--- config.mk ---
export PLATFORM = sky130hd
export DESIGN_NAME = clock_ratio_monitor
export DESIGN_NICKNAME = d
export VERILOG_FILES = /design/src/rtl/clock_pkg.sv /design/src/rtl/probe_edge_sync.sv /design/src/rtl/clock_ratio_monitor.sv
export SDC_FILE = /design/constraint.sdc
export NUM_CORES = 1
export LEC_CHECK = 0
export ABC_CLOCK_PERIOD_IN_PS = 3650
export CAP_MARGIN = 20
export CORE_ASPECT_RATIO = 1.75
export CORE_MARGIN = 2
export CORE_UTILIZATION = 55
export CTS_CLUSTER_SIZE = 14
export DETAILED_ROUTE_END_ITERATION = 16
export PLACE_DENSITY = 0.86
export SYNTH_ARGS = -nofsm -noshare
export SYNTH_HDL_FRONTEND = slang
export SYNTH_HIERARCHICAL = 1
export SYNTH_SLANG_ARGS = --single-unit
--- constraint.sdc ---
create_clock -name clock_in -period 3.65 [get_ports clock_in]
set_clock_uncertainty 0.05 [all_clocks]
set_input_delay 0.5475 -clock clock_in [delete_from_list [all_inputs] [get_ports clock_in]]
set_output_delay 0.5475 -clock clock_in [all_outputs]
set_load 0.005 [all_outputs]
--- src/rtl/clock_pkg.sv ---
// clock_pkg: shared widths, default limits and FSM encoding for divided-clock monitors
package clock_pkg;
  localparam int PERIOD_W = 16;
  localparam int DEF_DIV_SHIFT = 1;
  localparam int DEF_TOLERANCE = 1;
  localparam int DEF_LOCK_COUNT = 4;
  localparam logic [PERIOD_W-1:0] DEF_PERIOD_MAX = 16'hFFFF;
  localparam logic [1:0] ST_IDLE = 2'd0;
  localparam logic [1:0] ST_MEASURE = 2'd1;
  localparam logic [1:0] ST_LOCKED = 2'd2;
  localparam logic [1:0] ST_FAULT = 2'd3;
  typedef logic [PERIOD_W-1:0] period_t;
endpackage

--- src/rtl/probe_edge_sync.sv ---
// probe_edge_sync: two-flop synchronizer plus history flop, emitting a rising-edge pulse
module probe_edge_sync (
  input  logic clock_in,
  input  logic reset_n,
  input  logic async_in,
  output logic rise
);
  logic [2:0] sync_q, sync_d;
  always_comb sync_d = {sync_q[1:0], async_in};
  always_ff @(posedge clock_in or negedge reset_n)
    if (!reset_n) sync_q <= '0;
    else sync_q <= sync_d;
  assign rise = sync_q[1] & ~sync_q[2];
endmodule

--- src/rtl/clock_ratio_monitor.sv ---
// clock_ratio_monitor: measures a divided clock's period in clock_in cycles and reports lock/fault/timeout
module clock_ratio_monitor
  import clock_pkg::*;
#(
  parameter int DIV_SHIFT = DEF_DIV_SHIFT,
  parameter int TOLERANCE = DEF_TOLERANCE,
  parameter int LOCK_COUNT = DEF_LOCK_COUNT,
  parameter logic [PERIOD_W-1:0] PERIOD_MAX = DEF_PERIOD_MAX
) (
  input  logic                clock_in,
  input  logic                reset_n,
  input  logic                clock_probe,
  input  logic [7:0]          expected_ratio,
  input  logic                restart,
  output logic [PERIOD_W-1:0] measured_period,
  output logic                period_valid,
  output logic                locked,
  output logic                fault,
  output logic                timeout
);
  localparam period_t TOL = PERIOD_W'(TOLERANCE);
  localparam logic [3:0] LOCK_N = 4'(LOCK_COUNT);
  logic probe_rise;
  probe_edge_sync u_sync (
    .clock_in (clock_in),
    .reset_n  (reset_n),
    .async_in (clock_probe),
    .rise     (probe_rise)
  );
  logic [1:0] state_q, state_d;
  logic [3:0] match_cnt_q, match_cnt_d;
  period_t count_q, count_d, period_q, period_d, expected, diff;
  logic valid_q, valid_d, locked_q, locked_d, fault_q, fault_d, timeout_q, timeout_d;
  logic match, saturated;
  always_comb begin
    expected = ({8'b0, expected_ratio} + 16'd1) << DIV_SHIFT;
    diff = count_q >= expected ? count_q - expected : expected - count_q;
    match = diff <= TOL;
    saturated = count_q == PERIOD_MAX;
    count_d = restart ? '0 : probe_rise ? 16'd1 : saturated ? count_q : count_q + 16'd1;
    state_d = state_q;
    match_cnt_d = match_cnt_q;
    fault_d = fault_q;
    timeout_d = timeout_q;
    period_d = period_q;
    valid_d = 1'b0;
    // restart outranks timeout, which outranks a coincident edge
    if (restart) begin
      state_d = ST_IDLE;
      match_cnt_d = '0;
      fault_d = 1'b0;
      timeout_d = 1'b0;
    end else if (saturated && state_q != ST_FAULT) begin
      state_d = ST_FAULT;
      fault_d = 1'b1;
      timeout_d = 1'b1;
    end else if (probe_rise) begin
      period_d = state_q != ST_IDLE ? count_q : period_q;
      valid_d = state_q != ST_IDLE;
      case (state_q)
        ST_IDLE: state_d = ST_MEASURE;
        ST_MEASURE: begin
          match_cnt_d = match ? match_cnt_q + 4'd1 : '0;
          state_d = match && match_cnt_q + 4'd1 >= LOCK_N ? ST_LOCKED : ST_MEASURE;
        end
        ST_LOCKED: begin
          state_d = match ? ST_LOCKED : ST_FAULT;
          fault_d = !match;
        end
        default: state_d = ST_FAULT;
      endcase
    end
    locked_d = state_d == ST_LOCKED;
  end
  always_ff @(posedge clock_in or negedge reset_n)
    if (!reset_n) begin
      state_q <= ST_IDLE;
      match_cnt_q <= '0;
      count_q <= '0;
      period_q <= '0;
      valid_q <= 1'b0;
      locked_q <= 1'b0;
      fault_q <= 1'b0;
      timeout_q <= 1'b0;
    end else begin
      state_q <= state_d;
      match_cnt_q <= match_cnt_d;
      count_q <= count_d;
      period_q <= period_d;
      valid_q <= valid_d;
      locked_q <= locked_d;
      fault_q <= fault_d;
      timeout_q <= timeout_d;
    end
  assign measured_period = period_q;
  assign period_valid = valid_q;
  assign locked = locked_q;
  assign fault = fault_q;
  assign timeout = timeout_q;
endmodule

# After elaboration in Yosys (flattened, before gate mapping)
# Index checks and enable logic that the tools add are counted.
totals:
  inputBits: 12
  ff_bits: 45
  out_inout_bits: 20
  wordCells: 65
op_classes:
  n_mux: 24
  addsub: 5
  bitwise_logic: 4
  n_lt_le_gt_ge: 3
  eq_ne: 7
  n_reduce_logical: 13
ops:
  columns: ["cell", "n"]
  rows:
  - ["16-bit 2-to-1 mux", 4]
  - ["4-bit 2-to-1 mux", 5]
  - ["16-bit by 1-bit adder with 16-bit output (second input constant)", 1]
  - ["16-bit equality test (second input constant)", 1]
  - ["16-bit by 10-bit greater-or-equal comparator with 1-bit output", 1]
  - ["16-bit by 1-bit less-or-equal comparator with 1-bit output (second input constant)", 1]
  - ["10-bit by 16-bit subtractor with 16-bit output", 1]
  - ["16-bit by 10-bit subtractor with 16-bit output", 1]
  - ["1-bit 2-to-1 mux", 10]
  - ["8-bit by 1-bit adder with 9-bit output (second input constant)", 1]
  - ["2-bit 2-to-1 mux", 4]
  - ["2-bit nonzero test", 4]
  - ["2-bit case mux with 3 select lines", 1]
  - ["3-bit nonzero test", 2]
  - ["4-bit by 1-bit adder with 4-bit output (second input constant)", 1]
  - ["2-bit equality test (second input constant)", 2]
  - ["4-bit by 3-bit greater-or-equal comparator with 1-bit output (second input constant)", 1]
  - ["2-bit inequality test (second input constant)", 2]
  - ["4-bit AND reduction", 1]
  - ["3-bit inequality test (second input constant)", 1]
  - ["1-bit inverter", 3]
  - ["3-bit AND reduction", 1]
  - ["2-bit by 1-bit equality test with 1-bit output (second input constant)", 1]
  - ["1-bit logical AND", 2]
  - ["other kinds (4)", 4]

# Longest topological paths before layout
depth:
  word_depth: 11
  ltp_mapped: 15
  ltp_nobuf: 15

# Modules after synthesis
# Netlist, hierarchy kept.
modules_own_cells:
  columns: ["module", "n_inst", "seq_area_each_um2", "cells_each", "area_per_inst_um2"]
  rows:
  - ["clock_ratio_monitor", 1, 1051.0, 354, 3231.8]
  - ["probe_edge_sync", 1, 75.1, 4, 88.8]

# Least setup slack after synthesis
# Ideal clock, no wire load.
synth_path:
  path_type: "in2reg"
  from: "input port expected_ratio[0]"
  to: "register locked_q (netlist: locked)"
  setup_time_ns: 0.094
  t_required_ns: 3.506
  t_arrival_ns: 3.129
  slack_ns: 0.377
  path_buffers: 1
  path_stages: 14
  path_cell_list: "ha_1 > nand3_1 > nor2_1 > xor2_1 > ha_1 > buf_4 > a21oi_1 > o21ai_0 > a2111oi_2 > and4_1 > nand4_2 > a21oi_4 > nand3b_1 > a211oi_1"
synth_via:
  elab_chain_cells: 11
  word_cells_on_any_way: 14
  classes_between: "add/sub: 3; order compare: 2; eq/ne: 1; mux: 7; reduce/logical: 1"
synth_rtl:
  columns: ["element", "line_no", "text"]
  rows:
  - ["start, declared", "clock_ratio_monitor.sv:13", "input logic [7:0] expected_ratio,"]
  - ["8-bit by 1-bit adder with 9-bit output (*)", "clock_ratio_monitor.sv:36", "expected = ({8'b0, expected_ratio} + 16'd1) << DIV_SHIFT;"]
  - ["10-bit by 16-bit subtractor with 16-bit output, or another cell as far along", "clock_ratio_monitor.sv:37", "diff = count_q >= expected ? count_q - expected : expected - count_q;"]
  - ["16-bit 2-to-1 mux (*)", "clock_ratio_monitor.sv:37", null]
  - ["16-bit by 1-bit less-or-equal comparator with 1-bit output (*)", "clock_ratio_monitor.sv:38", "match = diff <= TOL;"]
  - ["1-bit logical AND", "clock_ratio_monitor.sv:64", "state_d = match && match_cnt_q + 4'd1 >= LOCK_N ? ST_LOCKED : ST_MEASURE;"]
  - ["2-bit 2-to-1 mux", "clock_ratio_monitor.sv:64", null]
  - ["2-bit case mux with 3 select lines (*)", "clock_ratio_monitor.sv:60", "case (state_q)"]
  - ["2-bit 2-to-1 mux (*)", "clock_ratio_monitor.sv:57", "end else if (probe_rise) begin"]
  - ["2-bit 2-to-1 mux (*)", "clock_ratio_monitor.sv:53", "end else if (saturated && state_q != ST_FAULT) begin"]
  - ["2-bit 2-to-1 mux (*)", "clock_ratio_monitor.sv:48", "if (restart) begin"]
  - ["2-bit equality test (*)", "clock_ratio_monitor.sv:73", "locked_d = state_d == ST_LOCKED;"]
  - ["net locked_d", "clock_ratio_monitor.sv:33", "logic valid_q, valid_d, locked_q, locked_d, fault_q, fault_d, timeout_q, timeout_d;"]
  - ["end signal, assigned", "clock_ratio_monitor.sv:91", "locked_q <= locked_d;"]
  - ["end, declared", "clock_ratio_monitor.sv:33", null]
# Mark *: on every way through the listed nets, which the timed path passes. The rest lies on a longest branch.
# A chain may end at the register's enable or synchronous reset.

# Worst setup path in the final report
layout_path:
  from: "input port expected_ratio[6]"
  to: "register locked_q (netlist: locked)"
# Same word-level chain as after synthesis.

==> results.cfg <==
[outcome]
status = finished clean

[global_routing]
grt_first_pass_wirelength_microns = 15550
grt_max_degree = 46
grt_overflow = 0
antenna_found_initial = 0
grt_pass1_vias = 3178
grtUsageTotal_pct = 29.69

[place]
port-buffer-count = 31
placed_cells = 502
gp_congestion = 0.9752
hpwl_microns = 6942
post-place-ws_ns = -0.5752

[pwr]
max-vdd-ir-drop_mv = 0.2870
p_clk_share_pct = 27.5
internal-power_w = 0.0008013
power_density_nw_per_um2 = 254.5
switchingPower_w = 0.0003173
seqPwrFrac_pct = 46.4
sw_frac_of_total_pct = 28.37
leakagePower_nw = 1.948
power_frac_comb_pct = 26.1

[critical_path]
r2r_slack_ns = 0.37
cpMaxStageDelayCell = clkdlybuf4s50_1
worstRegToRegCells = 12
critPathMostFrequentCell = buf_4
path_cells = clkdlybuf4s50_1 -> buf_4 -> xor2_2 -> ha_4 -> buf_6 -> and4_4 -> nand4_1 -> nand3_2 -> nor3_4 -> buf_4 -> nor4_4 -> o2111ai_4 -> a21oi_4 -> nand3b_1 -> a211oi_2
worstSetupPathType = input port to flop
r2r-end = locked
worst_ep_arrival_time_ns = 3.61
crit_end = locked
start_kind = input port
slowest_delay_ns = 0.45
cp_max_fo = 6
cp-end-kind = flop
cp.required_ns = 3.82
cp-startpoint = expected_ratio[6]
reg2reg_from = count_q[1]

[logic_synthesis]
synth.most_common_cell = dfrtp_1
netlist_instances = 358
synth_area_leader_cell = dfrtp_1
avgSynthCellArea_sq_um = 9.276
ys_top_cells_by_count = dfrtp_1, nor2_1, a21oi_1, inv_1, nand2_1
synth_area_leaders = dfrtp_1, ha_1, xnor2_1, a21oi_1, mux2_2
yosysSeqAreaShare_pct = 33.91
synth-edff-count = 0
ys_ff_latch = 45
yosys_most_used_dff = dfrtp_1
synthDistinctLibCells = 61
async_reset_ff_share_pct = 100.0
syn-num-nets = 393
ys.warnings.count = 6
netlist_area_sq_um = 3321
synth_top_cell_area_share_pct = 33.91

[clocking]
cts_num_sinks = 45
path_clk_slew_ns = 0.08
postCtsHoldBufs = 0
clock_path_buffers = 2
clk-insertion-delay-late_ns = 0.30
numCtsBuffers = 5
h-tree-depth = 2
ctsRootBufferMaster = clkbuf_8
tritoncts = yes

[die]
start_util_pct = 56.48
ios = 32
core_area_sq_um = 5879
die_area_sq_um = 6699
die_w_microns = 62.74
die_h_microns = 106.8
rows = 37

[timing]
finalSetupViolations = 0
fin_crit_ns = 3.444
worst_slack_ns = 0.2065
finalMaxSlewViolations = 0
worst_pin_slew_ns = 0.6364
max_freq_mhz = 290.4
rsz0062_at_grt = no
final.setup.tns_ns = 0
period_share_pct = 94.34
slew_headroom_pct = 57.25
hold_viol = 0

[detailed_routing]
dr.max_layer_used = met4
dr_wl_met2_microns = 5247
ant_nets = 0
wl_met1_microns = 3516
drc_errors = 0
num_vias = 3020
finalWirelength_microns = 9577
via_per_inst = 5.875
drt_first_pass_iters = 6
routedWlPerCell_microns = 18.63
drt_iter0_drc = 254
wl_met3_microns = 263

[finish]
syn_to_final_growth_pct = 32.37
final_cell_count_no_fill = 514
fin_nets = 471
drive_above_1_share_pct = 30.05
utilization_pct = 74.76
n_antenna_cell = 0

[flow_run]
cap_violations = 0

[worst_hold_path]
worstHoldPathType = input port to asynchronous set/reset pin
power groups by stage:
| stage | logic (W) | clock network [W] | registers (W) |
|---|---|---|---|
| 6_report | 0.000292 | 0.000308 | 0.000519 |
| 5_1_grt | 0.000314 | 0.000332 | 0.000520 |
| 4_1_cts | 0.000264 | 0.000318 | 0.000519 |
| 3_5_place_dp | 0.000251 | 0 | 0.000529 |
| 3_3_place_gp | 0.000245 | 0 | 0.000528 |
| 2_1_floorplan | 0.000147 | 0 | 0.000527 |
logic make-up (layout without fill, tap and decap cells):
group,count (synthesis),after routing,synth area share [%]
AO/OA/AOI/OAI,80,80,17.11
XOR/XNOR,30,30,7.913
adder cells (fa/ha/maj),23,23,9.118
buffers and inverters,39,117,5.840
flip-flops,45,45,33.91
multiplexers,18,18,6.066
AND/OR/NAND/NOR,123,123,20.05
layout make-up:
class | instances | area [sq um]
multi-input cells | 274 | 2253
fillers | 421 | 1484
flip-flops and latches | 45 | 1126
repair buffers | 85 | 738.2
well taps | 78 | 97.59
inverters | 25 | 93.84
clock buffers | 7 | 86.33
metal layers:
metal / global-route usage, % / vias to the layer above
li1: - / 1414
met1: 32.73 / 1469
met2: 55.07 / 99
met3: 2.413 / 38
met4: 17.14 / 0
met5: 0 / -
stage by stage:
stage	area, sq um	power [W]	hold WS, ns
finish	4395	0.001119	0.01588
global route	4395	0.001166	0.02032
CTS	4238	0.001101	0.3093
detailed placement	3991	0.0007795	0.2888
global placement	3991	0.0007726	0.2896
floorplan	3321	0.0006746	0.2019
sequential cells by signal, summed over array words and instances, names as in the netlist:
signal and cells:
count_q 16, fault 1, locked 1, measured_period 16, period_valid 1, state_q 2
timeout 1, match_cnt_q 4, u_sync/sync_q 3
cells in the final DEF (no fill, tap or decap), drive strengths merged, types with 4 or more instances in the layout:
cell type	count
nand2b	6
xnor2	20
dfrtp	45
dlymetal6s2s	4
nor3	10
nand4	7
buf	55
ha	21
a211oi	8
xor2	10
and3	5
nor2	35
mux2	17
inv	25
a21oi	35
clkdlybuf4s50	24
nand2	22
nand3	18
clkbuf	9
o21ai	17
worst max-delay path: cells and delay by family:
family | cells | cell delay, ns
fa+ha+maj | 1 | 0.29
buf+inv | 4 | 0.87
xor+xnor | 1 | 0.19
simple gates | 6 | 1.00
compound gates | 3 | 0.72
what timing repair did:
item	in CTS	in global routing
setup endpoints to repair	8	8
pin swaps	15	15
setup buffers	4	1
gates resized for setup	28	32
how the worst min path moves through the flow:
stage	startpoint	end	slack, ns	cells past startpoint
after global routing	reset_n	measured_period[9]	0.02	1
after global placement	u_sync/sync_q[0]	u_sync/sync_q[1]	0.29	0
after CTS	u_sync/sync_q[0]	u_sync/sync_q[1]	0.31	0
after floorplan	reset_n	count_q[0]	0.20	0
after detailed placement	u_sync/sync_q[0]	u_sync/sync_q[1]	0.29	0
final	reset_n	measured_period[9]	0.02	1
Power figures use the tool's default switching activity.
